==> src/rtl/boot_loader_pkg.sv <==
// Shared types for the UART boot loader: FSM states, error codes and the default image terminator.
package boot_loader_pkg;

  typedef enum logic [2:0] {
    ST_IDLE,
    ST_RECV,
    ST_CHECK,
    ST_WRITE,
    ST_DONE,
    ST_ERR
  } boot_state_e;

  typedef enum logic [1:0] {
    ERR_NONE     = 2'b00,
    ERR_FRAME    = 2'b01,
    ERR_OVERFLOW = 2'b10,
    ERR_OVERRUN  = 2'b11
  } boot_err_e;

  localparam logic [31:0] END_MARKER_DEF = 32'h0000_0FFF;

endpackage

==> src/rtl/boot_uart_rx.sv <==
// 8N1 UART receiver: synchronizes the pad, times bits from the start edge, emits one-cycle
// byte_valid or frame_err pulses.
module boot_uart_rx #(
  parameter int CLKS_PER_BIT = 87
) (
  input  logic       clk_i,
  input  logic       rst_ni,
  input  logic       rx_i,
  output logic       byte_valid_o,
  output logic [7:0] byte_data_o,
  output logic       frame_err_o
);
  localparam int CW = $clog2(CLKS_PER_BIT + 1);
  localparam logic [CW-1:0] HALF_LAST = CW'(CLKS_PER_BIT / 2 - 1);
  localparam logic [CW-1:0] BIT_LAST  = CW'(CLKS_PER_BIT - 1);

  typedef enum logic [1:0] {RX_IDLE, RX_START, RX_DATA, RX_STOP} rx_state_e;

  rx_state_e      st;
  logic           rx_q1, rx_q2, rx_q3;
  logic [CW-1:0]  cnt;
  logic [2:0]     bit_idx;
  logic [7:0]     shreg;

  always_ff @(posedge clk_i or negedge rst_ni) begin
    if (!rst_ni) begin
      rx_q1        <= 1'b1;
      rx_q2        <= 1'b1;
      rx_q3        <= 1'b1;
      st           <= RX_IDLE;
      cnt          <= '0;
      bit_idx      <= '0;
      shreg        <= '0;
      byte_valid_o <= 1'b0;
      byte_data_o  <= '0;
      frame_err_o  <= 1'b0;
    end else begin
      rx_q1        <= rx_i;
      rx_q2        <= rx_q1;
      rx_q3        <= rx_q2;
      byte_valid_o <= 1'b0;
      frame_err_o  <= 1'b0;
      case (st)
        RX_IDLE: begin
          cnt <= '0;
          if (rx_q3 && !rx_q2) st <= RX_START;
        end
        // Mid-start re-check; a high line here means the edge was a glitch.
        RX_START: begin
          if (cnt == HALF_LAST) begin
            cnt     <= '0;
            bit_idx <= '0;
            st      <= rx_q2 ? RX_IDLE : RX_DATA;
          end else cnt <= cnt + 1'b1;
        end
        RX_DATA: begin
          if (cnt == BIT_LAST) begin
            cnt     <= '0;
            shreg   <= {rx_q2, shreg[7:1]};
            bit_idx <= bit_idx + 3'd1;
            if (bit_idx == 3'd7) st <= RX_STOP;
          end else cnt <= cnt + 1'b1;
        end
        RX_STOP: begin
          if (cnt == BIT_LAST) begin
            cnt <= '0;
            st  <= RX_IDLE;
            if (rx_q2) begin
              byte_valid_o <= 1'b1;
              byte_data_o  <= shreg;
            end else frame_err_o <= 1'b1;
          end else cnt <= cnt + 1'b1;
        end
        default: st <= RX_IDLE;
      endcase
    end
  end

endmodule

==> src/rtl/uart_boot_loader.sv <==
// Boot sequencer: packs UART bytes MSB-first into words, writes them to instruction memory,
// and releases the core on the end-of-image marker.
module uart_boot_loader
  import boot_loader_pkg::*;
#(
  parameter int          CLKS_PER_BIT = 87,
  parameter int          MEM_WORDS    = 16384,
  parameter logic [31:0] BASE_ADDR    = 32'h0000_0000,
  parameter logic [31:0] END_MARKER   = END_MARKER_DEF,
  parameter int          CNT_W        = $clog2(MEM_WORDS) + 1
) (
  input  logic             clk_i,
  input  logic             rst_ni,
  input  logic             uart_rx_i,
  input  logic             boot_en_i,
  output logic             ready_o,
  output logic             mem_req_o,
  input  logic             mem_gnt_i,
  output logic             mem_we_o,
  output logic [31:0]      mem_addr_o,
  output logic [31:0]      mem_wdata_o,
  output logic [3:0]       mem_be_o,
  output logic [CNT_W-1:0] word_count_o,
  output logic             boot_done_o,
  output logic             fetch_enable_o,
  output logic             err_o,
  output logic [1:0]       err_code_o
);
  logic       byte_valid, frame_err;
  logic [7:0] byte_data;

  boot_uart_rx #(.CLKS_PER_BIT(CLKS_PER_BIT)) u_rx (
    .clk_i        (clk_i),
    .rst_ni       (rst_ni),
    .rx_i         (uart_rx_i),
    .byte_valid_o (byte_valid),
    .byte_data_o  (byte_data),
    .frame_err_o  (frame_err)
  );

  boot_state_e state;
  boot_err_e   pend_code, wr_err;
  logic        init_q, skid_vld, take;
  logic [7:0]  skid_data, take_byte;
  logic [1:0]  byte_idx;
  logic [31:0] word;

  assign mem_we_o = mem_req_o;
  assign mem_be_o = {4{mem_req_o}};

  always_comb begin
    take      = skid_vld | byte_valid;
    take_byte = skid_vld ? skid_data : byte_data;
    // Errors seen during a write are held until the grant so the request still completes.
    wr_err    = pend_code;
    if (pend_code == ERR_NONE) begin
      if (frame_err)                   wr_err = ERR_FRAME;
      else if (byte_valid && skid_vld) wr_err = ERR_OVERRUN;
    end
  end

  always_ff @(posedge clk_i or negedge rst_ni) begin
    if (!rst_ni) begin
      state          <= ST_IDLE;
      init_q         <= 1'b0;
      pend_code      <= ERR_NONE;
      skid_vld       <= 1'b0;
      skid_data      <= '0;
      byte_idx       <= '0;
      word           <= '0;
      ready_o        <= 1'b0;
      mem_req_o      <= 1'b0;
      mem_addr_o     <= BASE_ADDR;
      mem_wdata_o    <= '0;
      word_count_o   <= '0;
      boot_done_o    <= 1'b0;
      fetch_enable_o <= 1'b0;
      err_o          <= 1'b0;
      err_code_o     <= ERR_NONE;
    end else begin
      init_q <= 1'b1;
      case (state)
        ST_IDLE: if (init_q) begin
          if (boot_en_i) begin
            state   <= ST_RECV;
            ready_o <= 1'b1;
          end else begin
            state          <= ST_DONE;
            boot_done_o    <= 1'b1;
            fetch_enable_o <= 1'b1;
          end
        end
        ST_RECV: begin
          if (frame_err) begin
            state <= ST_ERR; ready_o <= 1'b0; err_o <= 1'b1; err_code_o <= ERR_FRAME;
          end else if (take) begin
            word     <= {word[23:0], take_byte};
            skid_vld <= skid_vld & byte_valid;
            if (skid_vld && byte_valid) skid_data <= byte_data;
            byte_idx <= byte_idx + 2'd1;
            if (byte_idx == 2'd3) begin
              state   <= ST_CHECK;
              ready_o <= 1'b0;
            end
          end
        end
        ST_CHECK: begin
          if (frame_err || (byte_valid && skid_vld)) begin
            state <= ST_ERR; err_o <= 1'b1;
            err_code_o <= frame_err ? ERR_FRAME : ERR_OVERRUN;
          end else begin
            if (byte_valid) begin
              skid_vld  <= 1'b1;
              skid_data <= byte_data;
            end
            if (word == END_MARKER) begin
              state <= ST_DONE; boot_done_o <= 1'b1; fetch_enable_o <= 1'b1;
            end else if (word_count_o == CNT_W'(MEM_WORDS)) begin
              state <= ST_ERR; err_o <= 1'b1; err_code_o <= ERR_OVERFLOW;
            end else begin
              state       <= ST_WRITE;
              mem_req_o   <= 1'b1;
              mem_addr_o  <= BASE_ADDR + (32'(word_count_o) << 2);
              mem_wdata_o <= word;
            end
          end
        end
        ST_WRITE: begin
          pend_code <= wr_err;
          if (byte_valid && !skid_vld) begin
            skid_vld  <= 1'b1;
            skid_data <= byte_data;
          end
          if (mem_gnt_i) begin
            mem_req_o    <= 1'b0;
            word_count_o <= word_count_o + 1'b1;
            if (wr_err != ERR_NONE) begin
              state <= ST_ERR; err_o <= 1'b1; err_code_o <= wr_err;
            end else begin
              state   <= ST_RECV;
              ready_o <= 1'b1;
            end
          end
        end
        ST_DONE, ST_ERR: ;
        default: state <= ST_ERR;
      endcase
    end
  end

endmodule
==> config.mk <==
export PLATFORM = sky130hd
export DESIGN_NAME = uart_boot_loader
export DESIGN_NICKNAME = d
export VERILOG_FILES = /design/src/rtl/boot_loader_pkg.sv /design/src/rtl/boot_uart_rx.sv /design/src/rtl/uart_boot_loader.sv
export SDC_FILE = /design/constraint.sdc
export NUM_CORES = 1
export LEC_CHECK = 0
export CAP_MARGIN = 40
export CORE_MARGIN = 8
export CORE_UTILIZATION = 54
export CTS_CLUSTER_DIAMETER = 40
export CTS_CLUSTER_SIZE = 16
export DETAILED_ROUTE_END_ITERATION = 6
export PLACE_DENSITY = 0.9
export RECOVER_POWER = 50
export SYNTH_ARGS = -nofsm -noshare
export SYNTH_HDL_FRONTEND = slang
export SYNTH_SLANG_ARGS = --single-unit
==> constraint.sdc <==
create_clock -name clk_i -period 3 [get_ports clk_i]
set_input_delay 0.3 -clock clk_i [delete_from_list [all_inputs] [get_ports clk_i]]
set_output_delay 0.3 -clock clk_i [all_outputs]
set_load 0.02 [all_outputs]
==> results.toml <==
[synthesis]
synth_compound_area_share_pct = 4.68
synth_mux_area_share_pct = 18.9
syn_area_per_cell_um2 = 13.0
ys_seq_area_share_pct = 57.4
netlist_area_um2 = 6540
yosysWarnings = 0
syn_inst = 502
synthFlopType = "dfrtp_1"
synth_seq_cells = 150
async_reset_ff_share_pct = 100
yosys.area_share.simple_pct = 8.70
synth_top_area_share_pct = 56.2
synthTopCellsByArea = "dfrtp_1 56%, mux2_2 16%, buf_4 3.0%, ha_1 2.1%, mux2_4 1.8%"
synth_fa_ha_area_share_pct = 2.10
synth_top_family_by_area = "multiplexers"
synth-edff-count = 0
synth_xor_area_share_pct = 2.68
synth_cell_type_count = 50
yosys.area.top_type = "dfrtp_1"

[clock_network]
cts_sinks = 150
clockBufferDepth = 2
htree_levels = 4
clkLatencyLatePin_ns = 0.42
cts_buffers = 17
cts_tree = "yes"
cts_setup_buffers = 0
cts.root.buffer_cell = "clkbuf_16"
path_clk_slew_ns = 0.06

[final_layout]
drive_above_1_share_pct = 24.2
final_cells = 739
diodes = 0
syn2layout_area_growth_pct = 20.9
area.sequential_um2 = 3760
multi_input_area_um2 = 2500
nFillCells = 825
final_nets = 595

[die]
dieWidth_um = 126
row_count = 40
core-area_um2 = 11900
io_pins = 96
dieArea_um2 = 15900
die_h_um = 126
start_util_pct = 54.9

[sta]
fin_tns_setup_ns = 0
setup_viol = 0
hold_viol_final = 0
worstMarginPinSlew_ns = 1.69
setup_slack_ns = 0.435
clock_skew_ns = 0.00769
min_period_over_period_pct = 85.5
slew_violations = 69
slew_headroom_pct = -12.9
finalCriticalPeriod_ns = 2.57
clock.fmax_ghz = 0.390
rsz0062_at_grt = "false"

[worst_setup_path]
critical-path-max-stage-delay_ns = 0.62
worst_ep_arrival_time_ns = 2.87
worstSetupStartpointType = "flip-flop"
critical_path.max_fanout = 21
crit_chain = "nor4_1 -> nand4_1 -> or4_4 -> nand4_4 -> buf_12 -> mux2_2"
crit_slowest_cell = "or4_4"
worst-setup-path-type = "reg -> reg"
worstPathRequired_ns = 3.30
critPathCaptureType = "flip-flop"

[placed_design]
gp_congestion = 0.855
hpwlAfterDp_um = 9240
dp_slack_ns = 0.461
io_buffers = 78
dp.cells = 706

[power_and_ir_drop]
leakage_nw = 3.82
pwr_density_cell_nw_per_um2 = 647
ir_drop_v = 0.000458
seqPwrFrac_pct = 44.6
switching_power_mw = 1.42
clkPwrFrac_pct = 39.1
p_comb_share_pct = 16.2
swShare_pct = 27.7
p_int_mw = 3.70

[grt]
grt_pass1_wl_um = 22200
grt_max_degree = 69
grt_util_all_layers_pct = 17.4
grt_pass1_vias = 4385
overflow = 0
antenna_found_initial = 1

[drt]
antenna_left = 0
drc = 0
routedWlPerCell_um = 17.9
drt_wl_total_um = 13200
vias = 4175
drt_iter0_markers = 276
routed_via_density = 5.65
firstDrtPassIters = 4

[hold_path]
hold_path.class = "reg -> reg"

[flow_run]
cap_violations = 1

[outcome]
outcome = "complete, but fails checks"
violations = "capacitance limit, slew limit"
-- power by group through the flow --
stage          clock network [mW]  registers (mW)  logic [mW]
3_3_place_gp                    0            2.31       0.812
3_5_place_dp                    0            2.32       0.847
4_1_cts                      2.04            2.29       0.853
5_1_grt                      2.12            2.30       0.906
6_report                     2.00            2.28       0.831
2_1_floorplan                   0            2.36       0.483
-- worst paths after layout --
check | from | to | slack [ns] | cells past startpoint
max in group asynchronous | rst_ni | u_rx.cnt[4] | 0.63 | 3
worst max-delay path | word[17] | mem_addr_o[12] | 0.43 | 6
worst min-delay path | u_rx.rx_q1 | u_rx.rx_q2 | 0.36 | 0
worst max register to register | word[17] | mem_addr_o[12] | 0.43 | 6
worst min register to register | u_rx.rx_q1 | u_rx.rx_q2 | 0.36 | 0
min in group asynchronous | rst_ni | word[18] | 0.84 | 2
-- synthesized netlist by cell type, types with 5 or more instances --
cell type	n
o21ai_0	10
buf_4	26
ha_1	11
inv_1	16
a21oi_1	15
mux2_2	91
nor4_1	5
dfrtp_1	147
nor2_1	30
clkbuf_1	12
nand3_1	12
nand4_1	8
mux2_4	8
xor2_1	7
nand2_1	20
xnor2_1	13
mux2i_1	9
nand2b_1	5
-- area by class of cell --
class | count | share of cell area (%)
clock buffer | 22 | 5.87
clock inverter | 10 | 1.23
multi-input combinational | 309 | 31.6
timing repair buffer | 85 | 10.7
sequential | 150 | 47.5
tap | 147 | 2.33
inverter | 16 | 0.759
-- metal layers --
| metal | vias up | GRT usage (%) | routed length, um |
|---|---|---|---|
| met5 | - | 0 | 13 |
| met4 | 2 | 9.77 | 410 |
| met3 | 39 | 5.27 | 706 |
| met2 | 129 | 28.8 | 6680 |
| met1 | 2119 | 19.8 | 5440 |
| li1 | 1886 | - | - |
-- per-stage QoR --
step	hold WS [ns]	area, um^2	total power [mW]	utilization, %
floorplan	0.00441	6600	2.85	-
global placement	0.325	7350	3.12	61.7
detailed placement	0.340	7350	3.17	61.7
CTS	0.271	7920	5.18	66.5
global route	0.370	7910	5.33	66.4
finish	0.360	7910	5.12	66.4
-- worst max-delay path: cells and delay by family, from the launching register on --
family        cells  cell delay (ns)
simple gates      4             1.42
flops             1             0.43
mux               1             0.35
buf+inv           1             0.23
-- registers in the layout, indices dropped and copies added, names as in the netlist, 2 cells and up, named ones only --
signal,cells
u_rx.byte_data_o,8
u_rx.shreg,8
pend_code,2
byte_idx,2
word_count_o,15
skid_data,8
state,3
mem_wdata_o,32
err_code_o,2
word,32
mem_addr_o,15
u_rx.cnt,7
u_rx.bit_idx,3
-- cell families (layout without fill, tap and decap cells) --
logic type,Yosys count,count (layout)
flops,150,150
mux,108,108
simple gates,105,105
buf+inv,59,133
compound gates,47,47
xor+xnor,20,20
fa+ha+maj,11,11
other cells,2,18
-- placed cells by master, fill, tap and decap left out, types with 11 or more instances in the layout --
master,netlist,routed
dfrtp_1,147,147
dlygate4sd3_1,0,29
inv_1,16,16
conb_1,2,18
nor2_1,30,29
nand2_1,20,20
clkbuf_16,0,17
nand3_1,12,12
xnor2_1,13,13
ha_1,11,11
mux2_2,91,91
a21oi_1,15,15
clkdlybuf4s50_1,0,49
-- repair_timing --
action                    4_1_cts  5_1_grt
hold endpoints to repair       65        0
gates resized for setup         0        0
hold buffers                    1        0
(Power assumes the default switching activity.)
